[src/rtl/fft_pkg.sv]
// Shared types and constants for the FFT sample loader.
package fft_pkg;
  localparam int DATA_W      = 16;
  localparam int N           = 8;
  localparam int LOG2N       = 3;
  localparam int TIMEOUT_DEF = 64;

  typedef enum logic [1:0] {FILL, WRITE, START, BUSY} ld_state_e;

  typedef struct packed {
    logic signed [DATA_W-1:0] re;
    logic signed [DATA_W-1:0] im;
  } cplx_t;
endpackage

[src/rtl/fft_sample_loader_if.sv]
// Sample stream and FFT-core bus of the loader; slave = loader, master = driver side.
interface fft_sample_loader_if;
  import fft_pkg::*;
  logic                     in_valid;
  logic                     in_ready;
  logic signed [DATA_W-1:0] in_real;
  logic signed [DATA_W-1:0] in_imag;
  logic                     flush;
  logic                     fft_ready;
  logic                     frame_write;
  logic                     frame_start;
  logic [N*DATA_W-1:0]      out_real;
  logic [N*DATA_W-1:0]      out_imag;
  logic [7:0]               frame_count;
  logic                     timeout_err;

  modport slave (
    input  in_valid, in_real, in_imag, flush, fft_ready,
    output in_ready, frame_write, frame_start, out_real, out_imag, frame_count, timeout_err
  );
  modport master (
    output in_valid, in_real, in_imag, flush, fft_ready,
    input  in_ready, frame_write, frame_start, out_real, out_imag, frame_count, timeout_err
  );
endinterface

[src/rtl/fft_prescale.sv]
// Per-component input scaling; FFT_LOADER_PRESCALE_EN selects round-and-shift by 1/8,
// otherwise the component passes through unchanged.
module fft_prescale
  import fft_pkg::*;
(
  input  logic signed [DATA_W-1:0] x_i,
  output logic signed [DATA_W-1:0] y_o
);
`ifdef FFT_LOADER_PRESCALE_EN
  // One guard bit keeps x+4 exact; after >>>3 the result always fits DATA_W.
  logic signed [DATA_W:0] sum;
  assign sum = {x_i[DATA_W-1], x_i} + (DATA_W+1)'(4);
  assign y_o = DATA_W'(sum >>> 3);
`else
  assign y_o = x_i;
`endif
endmodule

[src/rtl/fft_sample_loader.sv]
// Assembles 8 streamed complex samples into a frame, hands it to the FFT core
// with write/start pulses and waits for ready under a watchdog.
module fft_sample_loader
  import fft_pkg::*;
#(
  parameter int TIMEOUT = TIMEOUT_DEF
) (
  input  logic                clk,
  input  logic                rst,
  fft_sample_loader_if.slave  bus
);
  localparam int WD_W = (TIMEOUT > 2) ? $clog2(TIMEOUT) : 1;

  ld_state_e                      state_q, state_d;
  logic [LOG2N-1:0]               cnt_q, cnt_d;
  logic [WD_W-1:0]                wd_q, wd_d;
  logic [7:0]                     fcnt_q, fcnt_d;
  logic                           err_q, err_d;
  logic [N-1:0][DATA_W-1:0]       re_q, im_q;
  logic                           in_ready, accept;
  cplx_t                          smp;

  fft_prescale u_pre_re (.x_i(bus.in_real), .y_o(smp.re));
  fft_prescale u_pre_im (.x_i(bus.in_imag), .y_o(smp.im));

  assign in_ready = (state_q == FILL) && !bus.flush && !rst;
  assign accept   = bus.in_valid && in_ready;

  always_comb begin
    state_d = state_q;
    cnt_d   = cnt_q;
    wd_d    = wd_q;
    fcnt_d  = fcnt_q;
    err_d   = err_q;
    case (state_q)
      FILL: begin
        if (bus.flush) begin
          cnt_d = '0;
        end else if (accept) begin
          if (cnt_q == LOG2N'(N-1)) begin
            cnt_d   = '0;
            state_d = WRITE;
          end else begin
            cnt_d = cnt_q + 1'b1;
          end
        end
      end
      WRITE: state_d = START;
      START: begin
        wd_d    = '0;
        state_d = BUSY;
      end
      BUSY: begin
        // A core that never answers must not wedge the stream: abort, keep count.
        if (bus.fft_ready) begin
          fcnt_d  = fcnt_q + 8'd1;
          state_d = FILL;
        end else if (wd_q == WD_W'(TIMEOUT-1)) begin
          err_d   = 1'b1;
          state_d = FILL;
        end else begin
          wd_d = wd_q + 1'b1;
        end
      end
      default: state_d = FILL;
    endcase
  end

  always_ff @(posedge clk) begin
    if (rst) begin
      state_q <= FILL;
      cnt_q   <= '0;
      wd_q    <= '0;
      fcnt_q  <= '0;
      err_q   <= 1'b0;
      re_q    <= '0;
      im_q    <= '0;
    end else begin
      state_q <= state_d;
      cnt_q   <= cnt_d;
      wd_q    <= wd_d;
      fcnt_q  <= fcnt_d;
      err_q   <= err_d;
      if (accept) begin
        re_q[cnt_q] <= smp.re;
        im_q[cnt_q] <= smp.im;
      end
    end
  end

  assign bus.in_ready    = in_ready;
  assign bus.frame_write = (state_q == WRITE);
  assign bus.frame_start = (state_q == START);
  assign bus.out_real    = re_q;
  assign bus.out_imag    = im_q;
  assign bus.frame_count = fcnt_q;
  assign bus.timeout_err = err_q;
endmodule
[src/flat_wrapper.sv]
// flat-port wrapper written by rule: the top's interface ports become plain ports
module fft_sample_loader_flat import fft_pkg::*;
#(
  parameter int TIMEOUT = TIMEOUT_DEF
)
  (clk, rst, bus_in_valid, bus_in_real, bus_in_imag, bus_flush, bus_fft_ready, bus_in_ready, bus_frame_write, bus_frame_start, bus_out_real, bus_out_imag, bus_frame_count, bus_timeout_err);
  fft_sample_loader_if bus_i ();
  input  logic clk;
  input  logic rst;
  input wire logic [$bits(bus_i.in_valid)-1:0] bus_in_valid;
  input wire logic [$bits(bus_i.in_real)-1:0] bus_in_real;
  input wire logic [$bits(bus_i.in_imag)-1:0] bus_in_imag;
  input wire logic [$bits(bus_i.flush)-1:0] bus_flush;
  input wire logic [$bits(bus_i.fft_ready)-1:0] bus_fft_ready;
  output wire logic [$bits(bus_i.in_ready)-1:0] bus_in_ready;
  output wire logic [$bits(bus_i.frame_write)-1:0] bus_frame_write;
  output wire logic [$bits(bus_i.frame_start)-1:0] bus_frame_start;
  output wire logic [$bits(bus_i.out_real)-1:0] bus_out_real;
  output wire logic [$bits(bus_i.out_imag)-1:0] bus_out_imag;
  output wire logic [$bits(bus_i.frame_count)-1:0] bus_frame_count;
  output wire logic [$bits(bus_i.timeout_err)-1:0] bus_timeout_err;
  assign bus_i.in_valid = bus_in_valid;
  assign bus_i.in_real = bus_in_real;
  assign bus_i.in_imag = bus_in_imag;
  assign bus_i.flush = bus_flush;
  assign bus_i.fft_ready = bus_fft_ready;
  assign bus_in_ready = bus_i.in_ready;
  assign bus_frame_write = bus_i.frame_write;
  assign bus_frame_start = bus_i.frame_start;
  assign bus_out_real = bus_i.out_real;
  assign bus_out_imag = bus_i.out_imag;
  assign bus_frame_count = bus_i.frame_count;
  assign bus_timeout_err = bus_i.timeout_err;
  fft_sample_loader #(.TIMEOUT(TIMEOUT)) u_core (.clk(clk), .rst(rst), .bus(bus_i));
endmodule
[config.mk]
export PLATFORM = sky130hd
export DESIGN_NAME = fft_sample_loader_flat
export DESIGN_NICKNAME = d
export VERILOG_FILES = /design/src/rtl/fft_pkg.sv /design/src/rtl/fft_sample_loader_if.sv /design/src/rtl/fft_prescale.sv /design/src/rtl/fft_sample_loader.sv /design/src/flat_wrapper.sv
export SDC_FILE = /design/constraint.sdc
export NUM_CORES = 1
export LEC_CHECK = 0
export CORE_MARGIN = 5
export CORE_UTILIZATION = 40
export CTS_CLUSTER_DIAMETER = 50
export DETAILED_ROUTE_END_ITERATION = 6
export PLACE_DENSITY = 0.7
export SLEW_MARGIN = 20
export SYNTH_ARGS = -nofsm -noshare
export SYNTH_HDL_FRONTEND = slang
export SYNTH_SLANG_ARGS = --single-unit
export TNS_END_PERCENT = 50
[constraint.sdc]
create_clock -name clk -period 2.1 [get_ports clk]
set_input_delay 0.21 -clock clk [delete_from_list [all_inputs] [get_ports clk]]
set_output_delay 0.21 -clock clk [all_outputs]
set_load 0.05 [all_outputs]
==> metrics.txt <==
outcome finished, final reports clean; Hold Path Sink u_core.bus.out_imag[15]; most repeated cell in the gate-level netlist after synthesis nand2_1; average wire per cell in the routed design 18.2 µm; worst hold margin 0.218 ns; vias in the first global route 8986; global router's overall resource usage 22.9%; post-detail-place hpwl 23700 µm; Slew headroom 45.6%; multi-input combinational cell area 3970 µm²; CTS Root Buffer Type clkbuf_16; number of enable flip-flop cells after synthesis 0; adder-cell area share of the yosys netlist 0.991%; number of max-cap violations 0; Layout Nets 1586; prevailing post-synth register cell dfxtp_1; number of CTS-inserted buffers 31; data arrival at the endpoint of the critical path 1.79 ns; Netlist cell types 37; cell taking the most area after synthesis dfxtp_1; final number of max-transition violations 0; fraction of the yosys area taken by sequential cells 54.7%; Longest Clk Path Bufs 3; largest clock skew in the final design 0.0193 ns; leakage power total 4.83 nW; Die Width 169 µm; highest cell delay on the worst timing path 0.84 ns; number of input and output port buffers inserted 304; basic-gate share of the synthesized area counting and, or, nand and nor cells 22.9%; unrepaired setup endpoints after global routing no; 1st-pass router iterations 5; peak supply drop 710 µV; power per cell area 804 nW/µm²; gp weighted congestion 0.783; total power consumption of the routed design 0.0116 W; vertical die dimension 169 µm; number of H-tree levels 1; final-layout fill cell count 2290; endpoint of the most critical register-to-register path u_core.bus.out_real[53]; initial core utilization 40.3%; Worst R2R Setup Slack 0.21 ns; number of nets in the synthesized netlist 1327; slowest cell on the critical path clkdlybuf4s50_1; Worst Hold Depth 3; critical path start-end classification flop to output port; number of synthesized register bits 276; antenna diode count 0; endpoint type of the worst setup path output port; fmax 499 MHz; post-route fraction of the period consumed by the critical path 95.4%; proportion of register bits with asynchronous set or reset after synthesis 0%; post-CTS clock slew at the launch and capture registers of the worst setup and hold paths 0.06 ns; grt total ovfl 0; leading cell types by total area after synthesis dfxtp_1, nand2_1, a21oi_1, buf_2, clkbuf_1; largest family of logic cells by synthesized area simple AND/OR/NAND/NOR gates; post-CTS setup buffer count 0; depth of the most critical reg-to-reg path 8; DRT Wirelength 34400 µm; core area 25000 µm²; number of standard cells in the layout, taps in and fillers out 1894; required time of the critical path 1.89 ns; residual DRC count 0; kind of cell with the highest combined delay on the critical path buffers and inverters; combined area of all synthesized cells 10100 µm²; count of nets left with antenna violations after detail routing 0; maximum number of pins on one net before global-route repair 159; standard-cell rows 58; setup violation total in the final timing report 0; Max Fanout on Critical Path 4; proportion of netlist area held by the largest area contributor 54.7%; Num Clock Sinks 276; r2r startpoint u_core.state_q[1]; top-level port count 305; first-pass GRT wire length 52300 µm; startpoint of the most critical hold path rst; Worst Path Buf+Inv 1; clock period minus final worst setup slack 2.00 ns; compound-gate portion of the synthesized area 14.3%; Die Footprint 28500 µm²; synthesized-area fraction occupied by xor and xnor cells 0.434%; yosys synthesis warning count 0; sequential cell area in the final layout 5530 µm²; path category of the worst min-delay check primary input to flop; TritonCTS clock tree built; cell count after placement 1838; clock network latency to the later pin of the worst-skew pair 0.55 ns; top cell types by occurrence after synthesis nand2_1, dfxtp_1, a21oi_1; final core utilization 57.8%; First DRT Iteration DRCs 765; proportion of synthesized area in mux cells 0.0991%; final hold violation count 0; area growth from synthesis to layout 43.4%; Post-CTS Hold Buffers 0; ratio of cells with drive above 1 in the final layout 7.10%; vias after detailed routing 9529; worst-path cell chain clkdlybuf4s50_1; average vias per placed instance 5.03; Worst Tran Pin Value 0.816 ns; Syn Area/Cell 7.88 µm²; synthesized netlist cell count 1282; sort of element at the start of the critical path flop; number of antenna violations at the first check in global routing 1
report_power, final:
| part | internal (W) | switching (W) |
|---|---|---|
| clock | 0.00331 | 0.00219 |
| combinational | 0.000255 | 0.000569 |
| sequential | 0.00529 | 0.0000296 |
registers in the layout, summed over array words and instances (netlist names):
| register | count |
|---|---|
| u_core.bus.frame_count | 8 |
| u_core.bus.out_imag | 128 |
| u_core.bus.out_real | 128 |
| u_core.bus.timeout_err | 1 |
| u_core.cnt_q | 3 |
| u_core.state_q | 2 |
| u_core.wd_q | 6 |
routing by layer:
metal | up-vias | track usage, % | routed length [µm]
li1 | 4643 | - | -
met5 | - | 0 | 16
met2 | 383 | 37.6 | 15800
met1 | 4422 | 28.1 | 13800
met3 | 79 | 8.62 | 3620
met4 | 2 | 7.02 | 1170
area by class of cell:
cell class	instances	area share, %
inverters	7	0.181
well taps	330	2.85
flip-flops and latches	276	38.2
clock inverters	12	0.950
multi-input cells	877	27.4
clock buffers	44	6.38
repair buffers	348	24.1
logic make-up after synthesis:
kind of cell | count (synthesis)
flip-flops | 276
AND/OR/NAND/NOR | 581
buffers and inverters | 129
multiplexers | 1
AO/OA/AOI/OAI | 282
XOR/XNOR | 5
adder cells (fa/ha/maj) | 8
cells in the final DEF (no fill, tap or decap), types with 2 or more instances in the layout:
| cell | n |
|---|---|
| inv_6 | 2 |
| nor3_4 | 6 |
| xor2_1 | 2 |
| o211ai_1 | 2 |
| a31oi_1 | 2 |
| nor2_1 | 15 |
| buf_4 | 36 |
| clkdlybuf4s50_1 | 300 |
| dlygate4sd2_1 | 2 |
| buf_12 | 9 |
| a22oi_1 | 2 |
| or3_1 | 9 |
| nand4_1 | 2 |
| xnor2_1 | 3 |
| a211oi_1 | 2 |
| ha_1 | 8 |
| dfxtp_1 | 276 |
| clkinv_2 | 2 |
| and3_1 | 2 |
| clkinvlp_4 | 4 |
| clkbuf_16 | 31 |
| o31ai_1 | 2 |
| clkbuf_8 | 11 |
| nand3_1 | 9 |
| clkbuf_1 | 3 |
| nand2b_1 | 4 |
| nand2_1 | 522 |
| inv_1 | 6 |
| bufinv_16 | 2 |
| o21ai_0 | 5 |
| a21oi_1 | 263 |
| nor3_1 | 4 |
worst max path at each step:
stage                                   start                      end  slack [ns]  cells after the start
detailed placement                  bus_flush  u_core.bus.out_imag[54]       -0.10                      7
CTS                         u_core.state_q[1]  u_core.bus.out_imag[54]        0.01                      8
floorplan                   u_core.state_q[1]             bus_in_ready        0.09                      3
finish              u_core.bus.frame_count[4]       bus_frame_count[4]         0.1                      1
global route                   u_core.wd_q[0]           u_core.wd_q[5]      0.0009                      5
global placement                    bus_flush  u_core.bus.out_real[51]       -0.09                      7
stage by stage:
stage	instance area (µm²)	TNS, ns	setup slack, ns
finish	14500	0	0.0968
detailed placement	13400	-2.26	-0.105
global route	14500	0	0.000906
global placement	13400	-2.22	-0.0915
CTS	14500	0	0.0104
floorplan	10100	0	0.0917
repair_timing:
action | CTS | global route
setup endpoints to repair | 3 | 34
pin swaps | 0 | 1
gates resized for setup | 3 | 2
cloned | 0 | 0
Power figures use the tool's default switching activity.
